[src/rtl/edge_event_counter.sv]
// rtl/edge_event_counter.sv - multi-channel synchronised edge event counter with per-channel readout
//
// Purpose:
//   Synchronises NCH asynchronous event inputs, detects rising/falling/both
//   edges according to MODE, and counts detected edges in per-channel
//   WIDTH-bit counters (wrapping or saturating) with sticky overflow flags.
//   One channel at a time is read out through SEL.
//
// Ports:
//   CLK      clock, all state on rising edge
//   RESET    synchronous active-high reset
//   EN       count enable (does not gate EDGE)
//   MODE     00 rising, 01 falling, 10 both, 11 detection off
//   CLR      synchronous clear of all counters and overflow flags
//   DIN      asynchronous event inputs, one per channel
//   SEL      channel select for COUNT/OVF readout
//   EDGE     registered one-cycle pulse per detected edge
//   COUNT    registered counter value of the selected channel
//   OVF      registered sticky overflow flag of the selected channel
//   ANY_OVF  registered OR of all channel overflow flags

module edge_event_counter #(
  parameter int NCH         = 4,
  parameter int WIDTH       = 8,
  parameter int SYNC_STAGES = 2,
  parameter int SATURATE    = 0
) (
  input  logic                                   CLK,
  input  logic                                   RESET,
  input  logic                                   EN,
  input  logic [1:0]                             MODE,
  input  logic                                   CLR,
  input  logic [NCH-1:0]                         DIN,
  input  logic [((NCH > 1) ? $clog2(NCH) : 1)-1:0] SEL,
  output logic [NCH-1:0]                         EDGE,
  output logic [WIDTH-1:0]                       COUNT,
  output logic                                   OVF,
  output logic                                   ANY_OVF
);

  localparam int SELW  = (NCH > 1) ? $clog2(NCH) : 1;
  localparam int WARMW = $clog2(SYNC_STAGES + 2);
  localparam logic [WIDTH-1:0] CNT_MAX = '1;

  logic [SYNC_STAGES-1:0] r_sync [NCH];
  logic [NCH-1:0]         r_hist;
  logic [WARMW-1:0]       r_warm;
  logic [WIDTH-1:0]       r_cnt [NCH];
  logic [NCH-1:0]         r_ovf;
  logic [NCH-1:0]         r_edge;
  logic [WIDTH-1:0]       r_count;
  logic                   r_ovf_sel;
  logic                   r_any_ovf;

  logic [NCH-1:0]         w_sync_last;
  logic [NCH-1:0]         w_rise;
  logic [NCH-1:0]         w_fall;
  logic [NCH-1:0]         w_detect;
  logic                   w_armed;
  logic [WIDTH-1:0]       w_sel_cnt;
  logic                   w_sel_ovf;

  always_comb begin
    w_sync_last = '0;
    for (int i = 0; i < NCH; i++) begin
      w_sync_last[i] = r_sync[i][SYNC_STAGES-1];
    end
  end

  assign w_rise  = w_sync_last & ~r_hist;
  assign w_fall  = ~w_sync_last & r_hist;
  // Detection stays off until the sync chain and history have been refilled
  // from DIN, so a level held through reset never looks like an edge.
  assign w_armed = (r_warm == '0);

  always_comb begin
    w_detect = '0;
    if (w_armed) begin
      case (MODE)
        2'b00:   w_detect = w_rise;
        2'b01:   w_detect = w_fall;
        2'b10:   w_detect = w_rise | w_fall;
        default: w_detect = '0;
      endcase
    end
  end

  // Synchroniser chains, history and warm-up counter
  always_ff @(posedge CLK) begin
    if (RESET) begin
      for (int i = 0; i < NCH; i++) begin
        r_sync[i] <= '0;
      end
      r_hist <= '0;
      r_warm <= WARMW'(SYNC_STAGES + 1);
    end else begin
      for (int i = 0; i < NCH; i++) begin
        r_sync[i] <= {r_sync[i][SYNC_STAGES-2:0], DIN[i]};
      end
      r_hist <= w_sync_last;
      if (!w_armed) begin
        r_warm <= r_warm - WARMW'(1);
      end
    end
  end

  // Per-channel counters and sticky overflow flags; CLR beats a same-cycle edge
  always_ff @(posedge CLK) begin
    if (RESET) begin
      for (int i = 0; i < NCH; i++) begin
        r_cnt[i] <= '0;
      end
      r_ovf  <= '0;
      r_edge <= '0;
    end else begin
      r_edge <= w_detect;
      for (int i = 0; i < NCH; i++) begin
        if (CLR) begin
          r_cnt[i] <= '0;
          r_ovf[i] <= 1'b0;
        end else if (w_detect[i] && EN) begin
          if (r_cnt[i] == CNT_MAX) begin
            r_ovf[i] <= 1'b1;
            if (SATURATE == 0) begin
              r_cnt[i] <= '0;
            end
          end else begin
            r_cnt[i] <= r_cnt[i] + WIDTH'(1);
          end
        end
      end
    end
  end

  // Readout mux; an out-of-range SEL matches no channel and reads as zero
  always_comb begin
    w_sel_cnt = '0;
    w_sel_ovf = 1'b0;
    for (int i = 0; i < NCH; i++) begin
      if (SEL == SELW'(i)) begin
        w_sel_cnt = r_cnt[i];
        w_sel_ovf = r_ovf[i];
      end
    end
  end

  always_ff @(posedge CLK) begin
    if (RESET) begin
      r_count   <= '0;
      r_ovf_sel <= 1'b0;
      r_any_ovf <= 1'b0;
    end else begin
      r_count   <= w_sel_cnt;
      r_ovf_sel <= w_sel_ovf;
      r_any_ovf <= |r_ovf;
    end
  end

  assign EDGE    = r_edge;
  assign COUNT   = r_count;
  assign OVF     = r_ovf_sel;
  assign ANY_OVF = r_any_ovf;

endmodule

[config.mk]
export PLATFORM = sky130hd
export DESIGN_NAME = edge_event_counter
export DESIGN_NICKNAME = d
export VERILOG_FILES = /design/src/rtl/edge_event_counter.sv
export SDC_FILE = /design/constraint.sdc
export NUM_CORES = 1
export LEC_CHECK = 0
export ABC_AREA = 1
export CORE_MARGIN = 2
export CORE_UTILIZATION = 58
export CTS_CLUSTER_DIAMETER = 80
export DETAILED_ROUTE_END_ITERATION = 10
export GPL_TIMING_DRIVEN = 0
export PLACE_DENSITY = 0.8
export SYNTH_ARGS = -nofsm -noshare
export SYNTH_HDL_FRONTEND = slang
export SYNTH_SLANG_ARGS = --single-unit
[constraint.sdc]
create_clock -name CLK -period 2.4 [get_ports CLK]
set_input_delay 0.72 -clock CLK [delete_from_list [all_inputs] [get_ports CLK]]
set_output_delay 0.72 -clock CLK [all_outputs]
set_load 0.05 [all_outputs]
==> out/qor.yml <==
status: "complete, no violations"
root_buffer: "clkbuf_8"
min_delay_path_depth: 2
fin_nets: 426
p_per_area_mw_per_mm2: 609.2
synth.lib_cells_used.distinct: 26
maxSlewViolCount: 0
dr.pass1.iters: 4
endpoint_kind: "output port"
totalPowerFinal_mw: 2.232
first_iter_violations: 150
antenna_cells: 0
placementRows: 26
grt_max_degree: 11
rr_worst_depth: 6
htree_levels: 3
syn-num-nets: 391
core-area_mm2: 0.005172
io_pins: 26
syn_inst: 366
placedCellCount: 460
layout_min_cycle_time_ps: 2205
ant_nets: 0
fp.dieH_um: 77.81
leakagePower_nw: 1.540
required_ps: 1680
yosysWarnings: 0
drc_errors: 0
maxCapViolCount: 0
clock-sinks: 64
die_area_mm2: 0.006054
num-fill-cells: 411
cpLargestDelayFamily: "buffers and inverters"
grt_pass1_wl_mm: 10.81
worstMarginPinSlew_ps: 506.2
ys_ff_latch: 64
grt_pass1_vias: 2368
track_usage_pct: 23.34
slew_headroom_pct: 66.15
fin_cells: 476
cpPeakStageDelay_ps: 800
max-vdd-ir-drop_mv: 0.4646
synthesis.area_mm2: 0.003159
place_congestion: 0.8849
syn_area_per_cell_um2: 8.632
dp_hpwl_mm: 4.605
clk_pin_slew_ps: 70
fin_skew_ps: 11.31
dpl_worst_slack_ps: -662.4
cts_setup_buffers: 0
route.met2.wl_mm: 2.994
syn2layout_area_growth_pct: 15.96
route.met3.wl_um: 319
setup_ws_ps: 194.5
yosysSeqAreaShare_pct: 50.69
die_w_um: 77.81
wl_per_cell_um: 13.24
max_freq_ghz: 0.4534
antenna_found_initial: 0
worstSkewPairLatency_ps: 340
period_share_pct: 91.89
cp.depth: 1
portBuffers: 24
cts_tree: "built"
crit_slowest_cell: "clkdlybuf4s50_1"
clk_path_buf_depth: 2
viasPerCell: 5.166
multiInputGateArea_mm2: 0.001309
layout_common_cells: "inv_1, nand2_1, nor2_1"
cp.arrival_ps: 1490
wl_met1_mm: 2.825
initial_core_util_pct: 61.08
layout-drive-gt1-share_pct: 7.389
crit_type: "register to output port"
grt_setup_unrepaired: "false"
top_layer_used: "met4"
path_max_fanout: 1
overflow: 0
min_path_type: "register to register"
crit_path_start_kind: "register"
vias: 2459
cp_cell_sequence: "clkdlybuf4s50_1"
cts-buffers-inserted: 9
seq_area_mm2: 0.001602
final-hold-violation-count: 0
drt-total-wl_mm: 6.300
layout_commonest_cell: "inv_1"
finalSetupViolations: 0
crit_buf_inv: 1
routing by layer:
| metal | track usage, % | vias up |
|---|---|---|
| met5 | 0 | - |
| met1 | 28.84 | 1131 |
| met2 | 37.50 | 52 |
| met3 | 4.651 | 16 |
| li1 | - | 1260 |
| met4 | 14.29 | 0 |
cell usage after synthesis:
cell type  instances  area (µm²)
a21o_1             1       7.510
a21oi_1            7       35.03
buf_2              1       5.000
buf_4              1       7.510
clkbuf_1           3       11.26
dfxtp_1           32       640.6
edfxtp_1          32       960.9
ha_1              13       162.7
inv_1             62       232.7
inv_2              2       7.510
nand2_1           59       221.5
nand2_2            1       6.260
nand3_1           26       130.1
nand3b_1           5       37.54
nand4_1            7       43.79
nand4_2            3       37.54
nor2_1            46       172.7
nor2_2             4       25.02
nor2_4             3       33.78
nor3_1            15       75.07
o211ai_1           6       45.04
o21ai_0           15       75.07
o21ai_1            2       10.01
o221ai_1           1       8.760
xnor2_1            8       70.07
xor2_1            11       96.34
cell families after synthesis:
group           share of synthesized area [%]
buf+inv                                 8.356
flops                                   50.69
fa+ha+maj                               5.149
compound gates                          5.742
xor+xnor                                5.267
simple gates                            24.79
flip-flops by register name (all words and copies together), names as in the netlist:
| register | count |
|---|---|
| ANY_OVF | 1 |
| COUNT | 8 |
| EDGE | 4 |
| OVF | 1 |
| r_cnt | 32 |
| r_hist | 4 |
| r_ovf | 4 |
| r_sync | 8 |
| r_warm | 2 |
what timing repair did:
action	4_1_cts	5_1_grt
setup endpoints to repair	32	32
endpoints found under the hold margin	0	0
pin swaps	0	0
gates resized for setup	4	4
hold buffers	0	0
through the flow:
stage                     util [%]  hold WS (ps)  TNS, ps  instance area, µm²
after global routing         70.83         428.8        0                3664
after CTS                    70.54         405.4        0                3649
after global placement       67.42         388.4   -19150                3487
after detailed placement     67.42         396.8   -20210                3487
final                        70.83         404.2        0                3664
after floorplan                  -         388.3        0                3159
layout make-up:
class,count,area share [%]
repair buffers,24,6.557
well taps,70,2.391
inverters,64,6.557
clock buffers,15,4.269
flip-flops and latches,64,43.72
clock inverters,1,0.1366
multi-input cells,233,35.72
plain buffers,5,0.6489
final timing paths:
path	from	endpoint	slack, ps
setup / recovery	EDGE[1]	EDGE[1]	190
hold / removal	r_sync[2][0]	r_sync[2][1]	400
setup reg to reg	r_hist[1]	r_cnt[1][3]	580
hold reg to reg	r_sync[2][0]	r_sync[2][1]	400
worst min-delay path, cell delays in order (launching register included):
cell and delay (ps):
dfxtp_1 300, inv_1 40, nor2_1 30
power by group:
group	internal (mW)	switching (mW)	total, mW
registers	1.19	0.0385	1.23
logic	0.0767	0.135	0.212
clock network	0.404	0.386	0.790
total	1.67	0.559	2.23
Note: power is estimated with default switching activity, not from simulation.
